[src/rtl/load_id_tracker_pkg.sv]
// rtl/load_id_tracker_pkg.sv - shared types and helpers for the load ID tracker
// Purpose: per-entry state encoding, load size encoding, entry record and an
// offset alignment helper used by the tracker and its data extension unit.
// Ports: none (package).
package load_id_tracker_pkg;

  localparam int LD_TRANS_ID_W = 3;

  typedef enum logic [1:0] {
    ST_FREE   = 2'd0,
    ST_LIVE   = 2'd1,
    ST_KILLED = 2'd2
  } entry_state_e;

  typedef enum logic [1:0] {
    SZ_B = 2'd0,
    SZ_H = 2'd1,
    SZ_W = 2'd2,
    SZ_D = 2'd3
  } ld_size_e;

  typedef struct packed {
    entry_state_e             state;
    logic [LD_TRANS_ID_W-1:0] trans_id;
    logic [2:0]               offset;
    ld_size_e                 size;
    logic                     is_signed;
  } ld_entry_t;

  // True when the byte offset is a multiple of the access size.
  function automatic logic offset_aligned(input logic [2:0] offset, input ld_size_e size);
    case (size)
      SZ_B:    return 1'b1;
      SZ_H:    return offset[0] == 1'b0;
      SZ_W:    return offset[1:0] == 2'b00;
      default: return offset == 3'b000;
    endcase
  endfunction

endpackage

[src/rtl/ld_data_extend.sv]
// rtl/ld_data_extend.sv - combinational load data align and sign/zero extend
// Purpose: shifts the raw 64-bit dcache word down to the accessed byte lane,
// keeps 8/16/32/64 bits according to size and extends to 64 bits.
// Ports:
//   offset    in  3   byte offset within the word
//   size      in  2   access size (B/H/W/D)
//   is_signed in  1   1 = sign-extend, 0 = zero-extend
//   data      in  64  raw dcache word
//   result    out 64  aligned, extended load data
module ld_data_extend
  import load_id_tracker_pkg::*;
(
  input  logic [2:0]  offset,
  input  ld_size_e    size,
  input  logic        is_signed,
  input  logic [63:0] data,
  output logic [63:0] result
);

  logic [63:0] shifted;

  always_comb begin
    shifted = data >> {offset, 3'b000};
    case (size)
      SZ_B:    result = {{56{is_signed & shifted[7]}},  shifted[7:0]};
      SZ_H:    result = {{48{is_signed & shifted[15]}}, shifted[15:0]};
      SZ_W:    result = {{32{is_signed & shifted[31]}}, shifted[31:0]};
      default: result = shifted;
    endcase
  end

endmodule

[src/rtl/load_id_tracker.sv]
// rtl/load_id_tracker.sv - outstanding load tracker between load unit and dcache
// Purpose: grants a small load ID per accepted request, remembers the
// scoreboard trans_id and access shape, matches dcache responses by ID and
// emits a registered, aligned and extended writeback result. A flush turns
// live entries into killed ones whose responses free the slot silently.
// Ports:
//   clk_i, rst_i                      clock, synchronous active-high reset
//   flush_i                           kill all in-flight entries
//   req_valid_i/req_ready_o           load request handshake
//   req_trans_id_i/offset/size/signed request attributes
//   alloc_id_o                        ID granted to the accepted request
//   rsp_valid_i/rsp_id_i/rsp_data_i   dcache read response
//   res_valid_o/res_trans_id_o/res_data_o  writeback result (1 cycle after response)
//   busy_o                            any entry occupied
module load_id_tracker
  import load_id_tracker_pkg::*;
#(
  parameter int NR_ENTRIES = 2,
  parameter int TRANS_ID_W = LD_TRANS_ID_W,
  parameter int ID_W       = $clog2(NR_ENTRIES)
) (
  input  logic                  clk_i,
  input  logic                  rst_i,
  input  logic                  flush_i,
  input  logic                  req_valid_i,
  output logic                  req_ready_o,
  input  logic [TRANS_ID_W-1:0] req_trans_id_i,
  input  logic [2:0]            req_offset_i,
  input  logic [1:0]            req_size_i,
  input  logic                  req_signed_i,
  output logic [ID_W-1:0]       alloc_id_o,
  input  logic                  rsp_valid_i,
  input  logic [ID_W-1:0]       rsp_id_i,
  input  logic [63:0]           rsp_data_i,
  output logic                  res_valid_o,
  output logic [TRANS_ID_W-1:0] res_trans_id_o,
  output logic [63:0]           res_data_o,
  output logic                  busy_o
);

  ld_entry_t       entries [NR_ENTRIES];
  ld_entry_t       rsp_entry;
  logic            any_free;
  logic [ID_W-1:0] free_idx;
  logic            accept;
  logic            rsp_live;
  logic [63:0]     ext_data;

  // Lowest-index free slot: scan downwards so the last hit is the lowest.
  always_comb begin
    any_free = 1'b0;
    free_idx = '0;
    busy_o   = 1'b0;
    for (int i = NR_ENTRIES - 1; i >= 0; i--) begin
      if (entries[i].state == ST_FREE) begin
        any_free = 1'b1;
        free_idx = ID_W'(i);
      end else begin
        busy_o = 1'b1;
      end
    end
  end

  assign req_ready_o = any_free & ~flush_i;
  assign alloc_id_o  = free_idx;
  assign accept      = req_valid_i & req_ready_o;

  assign rsp_entry = entries[rsp_id_i];
  // A flush in the response cycle kills the entry, so no result is produced.
  assign rsp_live  = rsp_valid_i & (rsp_entry.state == ST_LIVE) & ~flush_i;

  ld_data_extend u_extend (
    .offset    (rsp_entry.offset),
    .size      (rsp_entry.size),
    .is_signed (rsp_entry.is_signed),
    .data      (rsp_data_i),
    .result    (ext_data)
  );

  always_ff @(posedge clk_i) begin
    if (rst_i) begin
      for (int i = 0; i < NR_ENTRIES; i++) begin
        entries[i] <= '0;
      end
      res_valid_o    <= 1'b0;
      res_trans_id_o <= '0;
      res_data_o     <= '0;
    end else begin
      res_valid_o <= rsp_live;
      if (rsp_live) begin
        res_trans_id_o <= TRANS_ID_W'(rsp_entry.trans_id);
        res_data_o     <= ext_data;
      end
      for (int i = 0; i < NR_ENTRIES; i++) begin
        if (flush_i && entries[i].state == ST_LIVE) begin
          entries[i].state <= ST_KILLED;
        end
        // Responses to free slots are illegal and leave state untouched.
        if (rsp_valid_i && rsp_id_i == ID_W'(i) && entries[i].state != ST_FREE) begin
          entries[i].state <= ST_FREE;
        end
        // Accept only targets a free slot, so it never collides with the above.
        if (accept && free_idx == ID_W'(i)) begin
          entries[i].state     <= ST_LIVE;
          entries[i].trans_id  <= LD_TRANS_ID_W'(req_trans_id_i);
          entries[i].offset    <= req_offset_i;
          entries[i].size      <= ld_size_e'(req_size_i);
          entries[i].is_signed <= req_signed_i;
        end
      end
    end
  end

  a_rsp_not_free: assert property (@(posedge clk_i) disable iff (rst_i)
    rsp_valid_i |-> (rsp_entry.state != ST_FREE));

  a_offset_aligned: assert property (@(posedge clk_i) disable iff (rst_i)
    accept |-> offset_aligned(req_offset_i, ld_size_e'(req_size_i)));

endmodule

[config.mk]
export PLATFORM = sky130hd
export DESIGN_NAME = load_id_tracker
export DESIGN_NICKNAME = d
export VERILOG_FILES = /design/src/rtl/load_id_tracker_pkg.sv /design/src/rtl/ld_data_extend.sv /design/src/rtl/load_id_tracker.sv
export SDC_FILE = /design/constraint.sdc
export NUM_CORES = 1
export LEC_CHECK = 0
export ABC_AREA = 1
export CAP_MARGIN = 20
export CORE_MARGIN = 2
export CORE_UTILIZATION = 45
export DETAILED_ROUTE_END_ITERATION = 10
export HOLD_SLACK_MARGIN = 0.06
export PLACE_DENSITY = 0.77
export SYNTH_ARGS = -nofsm -noshare
export SYNTH_HDL_FRONTEND = slang
export SYNTH_HIERARCHICAL = 1
export SYNTH_SLANG_ARGS = --single-unit
[constraint.sdc]
create_clock -name clk_i -period 2.37 [get_ports clk_i]
set_input_delay 0.711 -clock clk_i [delete_from_list [all_inputs] [get_ports clk_i]]
set_output_delay 0.711 -clock clk_i [all_outputs]
set_load 0.05 [all_outputs]
=== After elaboration in Yosys (flattened, before gate mapping) ===
Memory sizes are Yosys's and may differ from the RTL's.
Index checks and enable logic that the tools add are counted.

* Bits in writable memories: 22
* Bits of input ports: 79
* Logic and storage cells: 87
* Flip-flop bits (word level): 68
* Memories: 1

* Eq/ne operators: 5
* Reductions and logical operators: 13
* Bitwise gates (word level): 24
* Muxes and demuxes: 40
* Shifts and indexed selects: 1

{| class="wikitable"
|+ Memories
! name !! depth !! width !! read ports !! clocked after memory_dff !! write ports !! line !! source
|-
| entries || 2 || 11 || 3 || 0 || 2 || load_id_tracker.sv:41 || <nowiki>ld_entry_t entries [NR_ENTRIES];</nowiki>
|}

{| class="wikitable"
|+ Operators by type and width
! cell !! count
|-
| case mux 64 bit (3 select lines) || 1
|-
| right shift 64 x 6 -> 64 bit || 1
|-
| two-way mux 1 bit || 27
|-
| two-way mux 2 bit || 8
|-
| OR 1 bit || 14
|-
| two-way mux 3 bit || 4
|-
| == test 2 x 1 -> 1 bit (second input constant) || 4
|-
| logical AND 1 bit || 8
|-
| AND 1 bit || 7
|-
| logical NOT 2 bit || 3
|-
| nonzero test 2 bit || 2
|-
| NOT 1 bit || 3
|-
| == test 2 bit (second input constant) || 1
|}

=== Longest topological paths before layout ===
Gate-level depths: netlist of run 1.
An unclocked memory read counts as a cell.

* Word-level depth: 11
* Mapped depth: 17

=== Modules after synthesis ===
The synthesis of run 1 kept the hierarchy.

{| class="wikitable"
|+ Modules (own cells, without submodules)
! module !! seq. area each (µm²) !! cells each !! area an instance (µm²) !! times used
|-
| load_id_tracker || 2011.9 || 548 || 3818.7 || 1
|-
| ld_data_extend || 0.0 || 493 || 2348.5 || 1
|}

=== Worst setup path after synthesis of run 1 ===
OpenSTA, ideal clock, no wires.

* Path kind: input to register
* From: in rsp_id_i
* To: reg res_data_o[23]
* Stages on the path: 16
* Slack: 105 ps
* Setup time: 113 ps
* Required time: 2257 ps
* Buffers on the path: 3
* Data arrival time: 2153 ps
* Cell sequence: clkbuf_1 -> nand2_1 -> nand2_1 -> inv_2 -> buf_6 -> nand2_1 -> nand3_1 -> nand3_1 -> nand2_2 -> nand2_2 -> nand2_2 -> inv_4 -> buf_6 -> nand2_2 -> nor2_1 -> nor2_1

{| class="wikitable"
|+ RTL lines
! element !! line !! source
|-
| start: declaration || load_id_tracker.sv:33 || <nowiki>input logic [ID_W-1:0] rsp_id_i,</nowiki>
|-
| end signal: assignment || load_id_tracker.sv:92 || <nowiki>res_data_o <= ext_data;</nowiki>
|-
| end: declaration || load_id_tracker.sv:37 || <nowiki>output logic [63:0] res_data_o,</nowiki>
|}

=== Final worst setup path of run 1 ===
* From: reg res_data_o[25]
* To: out res_data_o[25]

No word-level cell between the ends.

==> summary.md, run 1 <==
| Metric | Value |
|---|---|
| Status | `complete, no violations` |
| Pre-CTS WS | `-0.500 ns` |
| H-tree Lvls | `3` |
| Initial antenna violation count | `0` |
| Vias in the first global route | `6,526` |
| Final setup viols | `0` |
| Synth Area in Simple Gates | `0.455` |
| RSZ-0062 raised after global routing | `yes` |
| Worst path cell trace | `clkdlybuf4s50_1` |
| PortBufs | `~150` |
| Final core occ | `0.646` |
| Worst EP required | `roughly 1.7 ns` |
| Cell area power density | `~560 nW/um2` |
| Final period utilization | `0.982` |
| Combinational fraction of design power | `0.364` |
| CP max stage delay | `approximately 0.84 ns` |
| Die Area | `between 10,000 and 15,000 um2` |
| Final GP Congestion | `0.977` |
| CTS tree | `built` |
| Peak VDD IR | `between 0.3 and 0.4 mV` |
| Clock Sinks | `90` |
| Reg2Reg Launch Point | `entries[1][3]` |
| Post-Place Cell Area | `a little over 8000 um2` |
| Dpl hpwl | `14.7 mm` |
| Final hold violation count | `0` |
| Internal reg-to-reg setup slack | `between 0.4 and 0.5 ns` |
| Residual DRC | `0` |
| Layout net count | `approximately 1,300` |
| Xor-xnor portion of the synthesized cell area | `0` |
| Maximum root-to-sink buffer count | `2` |
| Worst-Skew Late Latency | `between 0.3 and 0.4 ns` |
| Gr usage total | `0.279` |
| Maximum net fanout on the critical path | `2` |
| Syn Area/Cell | `5.92 um2` |
| Gr ovfl total | `0` |
| CTS root buf | `clkbuf_16` |
| Worst EP arrival | `around 1.6 ns` |
| Largest net degree at the start of global routing | `between 50 and 60` |
| Post-synthesis compound-gate area fraction | `0.0885` |
| Synth-to-layout area growth | `39.3%` |
| Finished Cell Area | `roughly 8600 um2` |
| Final Critical Period | `approximately 2.3 ns` |
| Post-synthesis mux area share | `0` |
| Worst-margin pin slew | `~0.56 ns` |
| DRT iter0 DRCs | `just over 700` |
| Post-CTS Hold Buffers | `0` |
| Fin worst setup slack | `0.0424 ns` |
| Hold Path Class | `register to register` |
| Max Fclk | `around 430 MHz` |
| Flop pwr share | `0.356` |
| Skew final | `0.0106 ns` |
| Row cnt | `42` |
| Worst setup EP type | `output port` |
| WL final | `roughly 20 mm` |
| Vias/cell | `5.10` |
| Main combinational cell family by area after synthesis | `simple AND/OR/NAND/NOR gates` |
| Net Sw Power | `1760 uW` |
| Syn nets | `~1,100` |
| Core ar. | `between 10,000 and 15,000 um2` |
| Pleak | `0.00441 uW` |
| Post-Syn Area | `~6000 um2` |
| Ports | `150` |
| # diodes | `0` |
| Crit path capture | `res_data_o[25]` |
| Crit Path Category | `register to output port` |
| CP bufs+invs | `1` |
| Startpoint Class | `register` |
| Clock Power Share | `0.280` |
| Switching part of the total | `0.363` |
| Adder-Cell Fraction of Synth Area | `0` |
| Routed len/inst | `about 14 um` |
| Most common cell after layout, fill and taps aside | `nand2_1` |
| Clock slew at reported path FFs | `about 0.070 ns` |
| DRT Pass-1 Iters | `6` |
| Die Wd | `approximately 120 um` |
| #FFs+latches synth | `90` |
| Commonest non-fill, non-tap cells in the layout | `nand2_1 (366), nor2_1 (174), clkdlybuf4s50_1 (145)` |
| Max Slew Vio Count | `0` |
| First-pass GRT wire length | `32.2 mm` |
| Register area share after synthesis | `0.326` |
| Post-Synthesis Cells | `1,041` |
| Slew margin rel. | `0.627` |
| Max-cap viol count | `0` |
| Internal power | `between 3000 and 4000 uW` |
| Crit path from | `res_data_o[25]` |
| YS warnings | `6` |
| FF-to-FF path depth | `10` |
| Crit-path leading delay family | `buffers and inverters` |
| Initial Util | `0.464` |
| Slowest stage cell, crit path | `clkdlybuf4s50_1` |
| Via Count | `7,104` |
| Layout cells sized above 1 | `0.115` |
| Stages on worst setup path | `1` |
| DIE HEIGHT | `121 um` |
| Layout fillers | `1,256` |
| Capture point of the worst reg-to-reg path | `res_data_o[9]` |
| Inserted Clock Buffers | `9` |
| Post-route ant nets | `0` |
| Synth unique cells | `28` |
cell type report:
class	count	area, um2	share of cell area
multi-input cells	774	3380	0.394
flip-flops and latches	90	2010	0.234
well taps	176	220	0.0256
clock inverters	6	41.3	0.00481
repair buffers	232	2290	0.266
repair inverters	1	6.26	0.000728
clock buffers	10	229	0.0267
inverters	105	409	0.0476
Yosys cell counts, drive strengths merged:
library cell  instances  area [um2]
buf                  53         337
o21bai                3        22.5
dfxtp                69        1380
inv                 104         393
a21oi                20         100
a21boi                1        7.51
clkbuf               19        71.3
edfxtp               21         631
nand3                69         373
o211ai               13        97.6
nor2                176         663
o21ai                62         318
clkinv                1        3.75
or2                  10        62.6
nand4                39         244
nand2               381        1460
per-stage QoR:
stage               hold WS, ns  power (uW)  std cells  TNS [ns]
floorplan                 0.532        2790       1041         0
global placement          0.496        3460       1376    -23.50
detailed placement        0.499        3470       1376    -26.51
CTS                       0.512        4830       1394         0
global route              0.535        5080       1394   -0.0384
finish                    0.512        4830       1394         0
per-layer routing:
layer | up-vias | share of wire | GRT usage
li1 | 3598 | - | -
met1 | 3160 | 0.45 | 0.383
met2 | 303 | 0.45 | 0.431
met3 | 43 | 0.078 | 0.0526
met4 | 0 | 0.028 | 0.111
met5 | - | 0 | 0
state kept, by name (all words and copies together) (netlist names):
| signal | count |
|---|---|
| entries | 22 |
| res_valid_o | 1 |
| res_trans_id_o | 3 |
| res_data_o | 64 |
power by group through the flow:
stage | logic [uW] | registers [uW] | clock network (uW)
5_1_grt | 1920 | 1730 | 1440
3_5_place_dp | 1710 | 1750 | 0
4_1_cts | 1740 | 1720 | 1370
3_3_place_gp | 1710 | 1750 | 0
6_report | 1760 | 1720 | 1350
2_1_floorplan | 825 | 1970 | 0
worst min path at each step:
stage	from	end	slack (ns)	cells after the start
after floorplan	entries[0][6]	res_trans_id_o[0]	0.53	4
after global placement	res_data_o[45]	res_data_o[45]	0.50	4
after detailed placement	res_data_o[43]	res_data_o[43]	0.50	4
after CTS	res_data_o[43]	res_data_o[43]	0.51	4
after global routing	res_data_o[36]	res_data_o[36]	0.53	4
final	res_data_o[43]	res_data_o[43]	0.51	4
cell families (layout without fill, tap and decap cells):
logic type / Yosys count / after routing
and+or+nand+nor: 675 / 675
buffers and inverters: 177 / 354
AOI/OAI and AO/OA: 99 / 99
DFF: 90 / 90
what timing repair did:
action / 4_1_cts / 5_1_grt
endpoints found under the hold margin: 0 / 0
endpoints found under the setup margin: 58 / 13
gates cloned: 2 / 0
gates resized for setup: 15 / 7
setup buffers: 0 / 0
pin swaps: 0 / 0
No activity file was read; power rests on OpenSTA's default activity.
==> run 2: changes to the inputs <==
--- a/config.mk
+++ b/config.mk
@@ -5,7 +5,6 @@
 export SDC_FILE = /design/constraint.sdc
 export NUM_CORES = 1
 export LEC_CHECK = 0
-export ABC_AREA = 1
 export CAP_MARGIN = 20
 export CORE_MARGIN = 2
 export CORE_UTILIZATION = 45
==> run 2 against run 1 <==
Against the previous run: critical path depth unchanged; setup slack better by 0.048 ns; die area down 0.91%; combinational power down 9%; highest routed layer unchanged.
==> summary.md, run 2 <==
| Metric | Value |
|---|---|
| Status | `complete, no violations` |
| WL final | `18.9 mm (-4.9%)` |
| Most common cell in the netlist | `nand2_1` |
| Dpl hpwl | `13.9 mm (-5.5%)` |
| CTS tree | `built` |
| Maximum root-to-sink buffer count | `2 (unchanged)` |
| Worst-Skew Late Latency | `0.35 ns (about the same)` |
| Max Fclk | `439 MHz (+2.1%)` |
| Residual DRC | `0 (unchanged)` |
| Top reg by flops | `res_data_o` |
| Post-route ant nets | `0 (unchanged)` |
| Synth-to-layout area growth | `40.7%` |
| Syn Area/Cell | `9.46 um2 (+60%)` |
| YS warnings | `6 (unchanged)` |
| Routed len/inst | `18.6 um (+30%)` |
| CP bufs+invs | `1 (unchanged)` |
| Synth top area cells | `dfxtp_1 (23%), mux2i_1 (18%), nand2_1 (10%)` |
| Skew final | `0.00983 ns (-0.000744 ns)` |
| DRT Pass-1 Iters | `5 (-1)` |
| Worst setup EP type | `output port` |
| # diodes | `0 (unchanged)` |
| Vias/cell | `5.71 (+12%)` |
| Pleak | `0.00330 uW (-25%)` |
| Switching part of the total | `0.323 (-0.0408)` |
| Vias in the first global route | `5,666 (-13%)` |
| Max Slew Vio Count | `0 (unchanged)` |
| Commonest non-fill, non-tap cells in the layout | `nand2_1 (169), clkdlybuf4s50_1 (142), mux2i_1 (110)` |
| #FFs+latches synth | `90 (unchanged)` |
| Inserted Clock Buffers | `9 (unchanged)` |
| Internal power | `3130 uW (+1.8%)` |
| Fin worst setup slack | `0.0906 ns (+0.0482 ns)` |
| Crit-path leading delay family | `buffers and inverters` |
| Most frequent cells after synthesis | `nand2_1 (169), mux2i_1 (112), dfxtp_1 (69)` |
| Post-Syn Area | `6110 um2 (-0.95%)` |
| H-tree Lvls | `3 (unchanged)` |
| Worst EP required | `1.66 ns (about the same)` |
| DIE HEIGHT | `121 um (-0.46%)` |
| Final GP Congestion | `0.937 (-4.1%)` |
| Row cnt | `42 (unchanged)` |
| Initial antenna violation count | `0 (unchanged)` |
| Register area share after synthesis | `0.329 (+0.00314)` |
| Max-cap viol count | `0 (unchanged)` |
| Via Count | `5,823 (-18%)` |
| Pwr Total | `4620 uW (-4.3%)` |
| CTS root buf | `clkbuf_16` |
| Die Wd | `121 um (-0.46%)` |
| Startpoint Class | `register` |
| Slew margin rel. | `0.653 (+0.0262)` |
| Synth unique cells | `44 (+57%)` |
| Gr ovfl total | `0 (unchanged)` |
| Layout cells sized above 1 | `0.206 (+0.0915)` |
| Flop pwr share | `0.361 (+0.005)` |
| Post-Synthesis Cells | `646 (-38%)` |
| Top Registers | `res_data_o (64), entries (22), res_trans_id_o (3)` |
| Worst-margin pin slew | `0.518 ns (-0.0392 ns)` |
| Worst path cell trace | `clkdlybuf4s50_1` |
| Syn nets | `725 (-35%)` |
| Largest net degree at the start of global routing | `83 (+46%)` |
| Cell area power density | `538 nW/um2 (-4.3%)` |
| Area share of the largest cell type after synthesis | `0.226 (+0.00216)` |
| Combinational fraction of design power | `0.348 (-0.016)` |
| Final core occ | `0.649 (+0.00285)` |
| Post-synth ARST share | `0 (unchanged)` |
| Core ar. | `13,200 um2 (-0.40%)` |
| First-pass GRT wire length | `29.6 mm (-7.9%)` |
| Final hold violation count | `0 (unchanged)` |
| Crit Path Category | `register to output port` |
| Initial Util | `0.461 (-0.00260)` |
| DRT iter0 DRCs | `644 (-8.7%)` |
| Net Sw Power | `1490 uW (-15%)` |
| EDFF count, synth | `21 (unchanged)` |
| Largest register FFs | `64 (unchanged)` |
| Slowest stage cell, crit path | `clkdlybuf4s50_1` |
| Final setup viols | `0 (unchanged)` |
| Most common cell after layout, fill and taps aside | `nand2_1` |
| Final Critical Period | `2.28 ns (-0.0482 ns)` |
| Clock Power Share | `0.291 (+0.011)` |
| CP max stage delay | `0.83 ns (about the same)` |
| Maximum net fanout on the critical path | `2 (unchanged)` |
| PortBufs | `149 (unchanged)` |
| Hold Path Class | `register to register` |
| Most used DFF post-synth | `dfxtp_1` |
| Gr usage total | `0.261 (-0.0179)` |
| Ports | `150 (unchanged)` |
| Most area-hungry cell type in the Yosys netlist | `dfxtp_1` |
| Clock Sinks | `90 (unchanged)` |
| Layout net count | `917 (-29%)` |
| Die Area | `14,500 um2 (-0.91%)` |
| Final period utilization | `0.962 (-0.0203)` |
| Peak VDD IR | `0.358 mV (-7.3%)` |
| Worst EP arrival | `1.57 ns (-0.05 ns)` |
| Clock slew at reported path FFs | `0.07 ns (about the same)` |
| RSZ-0062 raised after global routing | `no` |
| Pre-CTS WS | `-0.832 ns (-0.332 ns)` |
-- run 2: cell types whose count changed in the layout (fill, tap and decap cells not counted), moves of 17 or more --
cell     change
buf_4       +17
inv_1       -88
mux2i_1    +110
mux4_2      +27
nand2_1    -197
nand3_1     -52
nor2_1     -167
o21ai_0     -40
-- run 2: path summary, 6_finish.rpt --
path | cells after the start | to | slack, ns | start
min | 2 | res_data_o[43] | 0.46 | res_data_o[43]
max | 1 | res_data_o[50] | 0.09 | res_data_o[50]
max reg2reg | 10 | res_data_o[17] | 0.23 | entries[0][4]
min reg2reg | 2 | res_data_o[43] | 0.46 | res_data_o[43]
-- run 2: cell families after synthesis --
logic type             Yosys count  share of synthesized area
AOI/OAI and AO/OA               70                     0.0879
buffers and inverters           76                     0.0797
DFF                             90                      0.329
muxes                          155                      0.313
and+or+nand+nor                255                      0.190
-- run 2: cell type report --
| class | instances | area [um2] |
|---|---|---|
| Sequential cell | 90 | 2010 |
| Tap cell | 176 | 220 |
| Timing Repair Buffer | 244 | 2380 |
| Clock buffer | 10 | 229 |
| Multi-Input combinational cell | 481 | 3660 |
| Clock inverter | 6 | 38.8 |
| Fill cell | 1070 | 4650 |
| Inverter | 12 | 47.5 |
-- run 2: what timing repair did --
item                       in CTS  in global routing
buffers inserted                1                  1
cloned                          1                  1
pin swaps                       1                  1
setup endpoints to repair      64                 20
hold buffers                    0                  0
gates resized for setup        11                  4
-- run 2: metrics by stage --
stage	hold WS, ns	instances	area [um2]	TNS, ns
2_1_floorplan	0.517	646	6140	0
3_3_place_gp	0.445	999	8260	-42.01
3_5_place_dp	0.448	999	8260	-50.28
4_1_cts	0.459	1017	8550	0
5_1_grt	0.478	1019	8590	0
6_report	0.459	1019	8590	0
-- run 2: routing by layer --
| metal | share of wire | vias up | track usage |
|---|---|---|---|
| li1 | - | 2733 | - |
| met1 | 0.43 | 2784 | 0.353 |
| met2 | 0.47 | 270 | 0.417 |
| met3 | 0.073 | 36 | 0.0439 |
| met4 | 0.028 | 0 | 0.104 |
| met5 | 0 | - | 0 |
-- run 2: power by group through the flow --
stage | Sequential [uW] | Clock, uW | Combinational (uW)
6_report | 1670 | 1340 | 1610
4_1_cts | 1670 | 1370 | 1590
3_5_place_dp | 1700 | 0 | 1570
3_3_place_gp | 1700 | 0 | 1540
5_1_grt | 1680 | 1440 | 1720
2_1_floorplan | 1790 | 0 | 867
==> run 3: changes to the inputs <==
--- a/config.mk
+++ b/config.mk
@@ -5,12 +5,13 @@
 export SDC_FILE = /design/constraint.sdc
 export NUM_CORES = 1
 export LEC_CHECK = 0
+export ABC_AREA = 0
 export CAP_MARGIN = 20
 export CORE_MARGIN = 2
 export CORE_UTILIZATION = 45
 export DETAILED_ROUTE_END_ITERATION = 10
 export HOLD_SLACK_MARGIN = 0.06
-export PLACE_DENSITY = 0.77
+export PLACE_DENSITY = 0.74
 export SYNTH_ARGS = -nofsm -noshare
 export SYNTH_HDL_FRONTEND = slang
 export SYNTH_HIERARCHICAL = 1
==> constraint.sdc (replaced) <==
create_clock -name clk_i -period 2.77 [get_ports clk_i]
set_input_delay 0.831 -clock clk_i [delete_from_list [all_inputs] [get_ports clk_i]]
set_output_delay 0.831 -clock clk_i [all_outputs]
set_load 0.05 [all_outputs]
==> run 3 against run 2 <==
Against the previous run: first-iteration DRC count fell by 11%; die area did not move; cell count rose by 1.1%; critical path type is now input pin to output port; critical endpoint is now req_ready_o; largest power group is now combinational logic.
==> summary.md, run 3 (same netlist as run 2, synthesis figures left out) <==
| Metric | Value |
|---|---|
| Die Area | `14,500 um2 (unchanged)` |
| Vias/cell | `5.80 (+1.4%)` |
| Slew margin rel. | `0.641 (-0.0126)` |
| Worst-Skew Late Latency | `0.35 ns (about the same)` |
| Vias in the first global route | `5,906 (+4.2%)` |
| Pwr Total | `4090 uW (-12%)` |
| Worst path cell trace | `clkdlybuf4s50_1 -> nor2_1 -> buf_12` |
| Worst setup EP type | `output port` |
| Layout cells sized above 1 | `0.215 (+0.00905)` |
| FF-to-FF path depth | `9 (-1)` |
| Die Wd | `121 um (unchanged)` |
| Largest net degree at the start of global routing | `70 (-16%)` |
| Layout net count | `928 (+1.2%)` |
| First-pass GRT wire length | `31.9 mm (+7.5%)` |
| PortBufs | `149 (unchanged)` |
| Synth-to-layout area growth | `41.8%` |
| Gr usage total | `0.281 (+0.0195)` |
| Worst-margin pin slew | `0.537 ns (+0.0189 ns)` |
| Clock Sinks | `90 (unchanged)` |
| Core ar. | `13,200 um2 (unchanged)` |
| Largest register FFs | `64 (unchanged)` |
| Skew final | `0.0107 ns (+0.000861 ns)` |
| Peak VDD IR | `0.290 mV (-19%)` |
| Final hold violation count | `0 (unchanged)` |
| Post-CTS Hold Buffers | `0 (unchanged)` |
| WL final | `20.3 mm (+7.1%)` |
| Crit Path Category | `input pin to output port` |
| Status | `complete, no violations` |
| Max-cap viol count | `0 (unchanged)` |
| # diodes | `0 (unchanged)` |
| Worst EP required | `1.94 ns (+0.28 ns)` |
| DIE HEIGHT | `121 um (unchanged)` |
| Top reg by flops | `res_data_o` |
| Initial antenna violation count | `0 (unchanged)` |
| Inserted Clock Buffers | `9 (unchanged)` |
| Stages on worst setup path | `3 (+2)` |
| Maximum net fanout on the critical path | `5 (+3)` |
| Final GP Congestion | `0.994 (+6.1%)` |
| Layout fillers | `1,103 (+3.1%)` |
| Gr ovfl total | `0 (unchanged)` |
| H-tree Lvls | `3 (unchanged)` |
| Slowest stage cell, crit path | `clkdlybuf4s50_1` |
| DRT iter0 DRCs | `570 (-11%)` |
| Startpoint Class | `input pin` |
| Final setup viols | `0 (unchanged)` |
| Maximum root-to-sink buffer count | `2 (unchanged)` |
| Dpl hpwl | `15.5 mm (+11%)` |
| Ports | `150 (unchanged)` |
| Post-CTS Setup Inserts | `0 (-1)` |
| Most common cell after layout, fill and taps aside | `nand2_1` |
| Residual DRC | `0 (unchanged)` |
| Crit-path leading delay family | `buffers and inverters` |
| Hold Path Class | `register to register` |
| Commonest non-fill, non-tap cells in the layout | `nand2_1 (169), clkdlybuf4s50_1 (145), mux2i_1 (107)` |
| DRT Pass-1 Iters | `5 (unchanged)` |
| Max Fclk | `377 MHz` |
| Row cnt | `42 (unchanged)` |
| Cell area power density | `472 nW/um2 (-12%)` |
| Initial Util | `0.461 (unchanged)` |
| Final Critical Period | `2.66 ns` |
| Max Slew Vio Count | `0 (unchanged)` |
| CP max stage delay | `0.54 ns (-0.29 ns)` |
| Pleak | `0.00334 uW (+1.3%)` |
| Top Registers | `res_data_o (64), entries (22), res_trans_id_o (3)` |
| RSZ-0062 raised after global routing | `no` |
| Post-route ant nets | `0 (unchanged)` |
| CTS root buf | `clkbuf_16` |
| Final period utilization | `0.959` |
| Clock slew at reported path FFs | `0.07 ns (about the same)` |
| Via Count | `5,969 (+2.5%)` |
| Worst EP arrival | `1.82 ns (+0.25 ns)` |
| Hold Path Depth | `2 (unchanged)` |
| Routed len/inst | `19.7 um (+6.0%)` |
| Setup TNS | `0 ns (unchanged)` |
| CTS tree | `built` |
| CP bufs+invs | `2 (+1)` |
==> run 3: cell count changes in the layout (fill, tap and decap cells not counted), moves of 2 or more <==
cell / delta
buf_4: +11
clkdlybuf4s50_1: +3
clkinv_1: -2
inv_6: -2
inv_8: +2
mux2_4: -2
mux2i_1: -3
mux2i_2: +2
nor2_1: +4
nor2_2: -4
==> run 3: power breakdown <==
group	leakage [uW]	switching (uW)	internal (uW)
registers	0.000777	25.8	1400
clock network	0.000141	577	627
logic	0.00243	758	703
total	0.00334	1360	2730
==> run 3: routing by layer <==
| metal | global-route usage | routed length (um) | vias up |
|---|---|---|---|
| li1 | - | - | 2757 |
| met1 | 0.378 | 8750 | 2890 |
| met2 | 0.447 | 9500 | 273 |
| met3 | 0.0410 | 1290 | 49 |
| met4 | 0.126 | 746 | 0 |
| met5 | 0 | 0 | - |
==> run 3: worst paths after layout <==
path,slack [ns],from,endpoint
worst max-delay path,0.11,flush_i,req_ready_o
worst min register to register,0.46,res_data_o[13],res_data_o[13]
worst max register to register,0.61,entries[1][4],res_data_o[12]
worst min-delay path,0.46,res_data_o[13],res_data_o[13]
==> run 3: cell type report <==
| cell class | instances | area [um2] | area share |
|---|---|---|---|
| tap | 176 | 220 | 0.0254 |
| clock inverter | 7 | 60.1 | 0.00693 |
| sequential | 90 | 2010 | 0.232 |
| clock buffer | 9 | 225 | 0.0260 |
| inverter | 12 | 46.3 | 0.00534 |
| timing repair buffer | 256 | 2450 | 0.283 |
| multi-input combinational | 480 | 3650 | 0.421 |
==> run 3: per-stage QoR <==
step | instance area (um2) | util | setup slack [ns] | hold slack, ns | std cells
2_1_floorplan | 6110 | - | 0.138 | 0.517 | 646
6_report | 8660 | 0.654 | 0.114 | 0.458 | 1030
4_1_cts | 8660 | 0.654 | 0.0144 | 0.462 | 1030
3_3_place_gp | 8350 | 0.631 | -0.611 | 0.445 | 1014
3_5_place_dp | 8350 | 0.631 | -0.635 | 0.448 | 1014
5_1_grt | 8660 | 0.654 | 0.109 | 0.472 | 1030
==> run 3: worst reg2reg max path, cell delays in order (launching register included) <==
cell and delay [ns]:
edfxtp_1 0.36, mux2_2 0.36, buf_12 0.19, buf_4 0.16, mux4_2 0.30, mux2i_1 0.27
o21ai_0 0.15, buf_4 0.15, nand2_1 0.05, mux2i_1 0.06
==> run 3: what timing repair did <==
action,CTS,global route
setup endpoints to repair,63,24
gates resized for setup,7,4
cloned,0,0
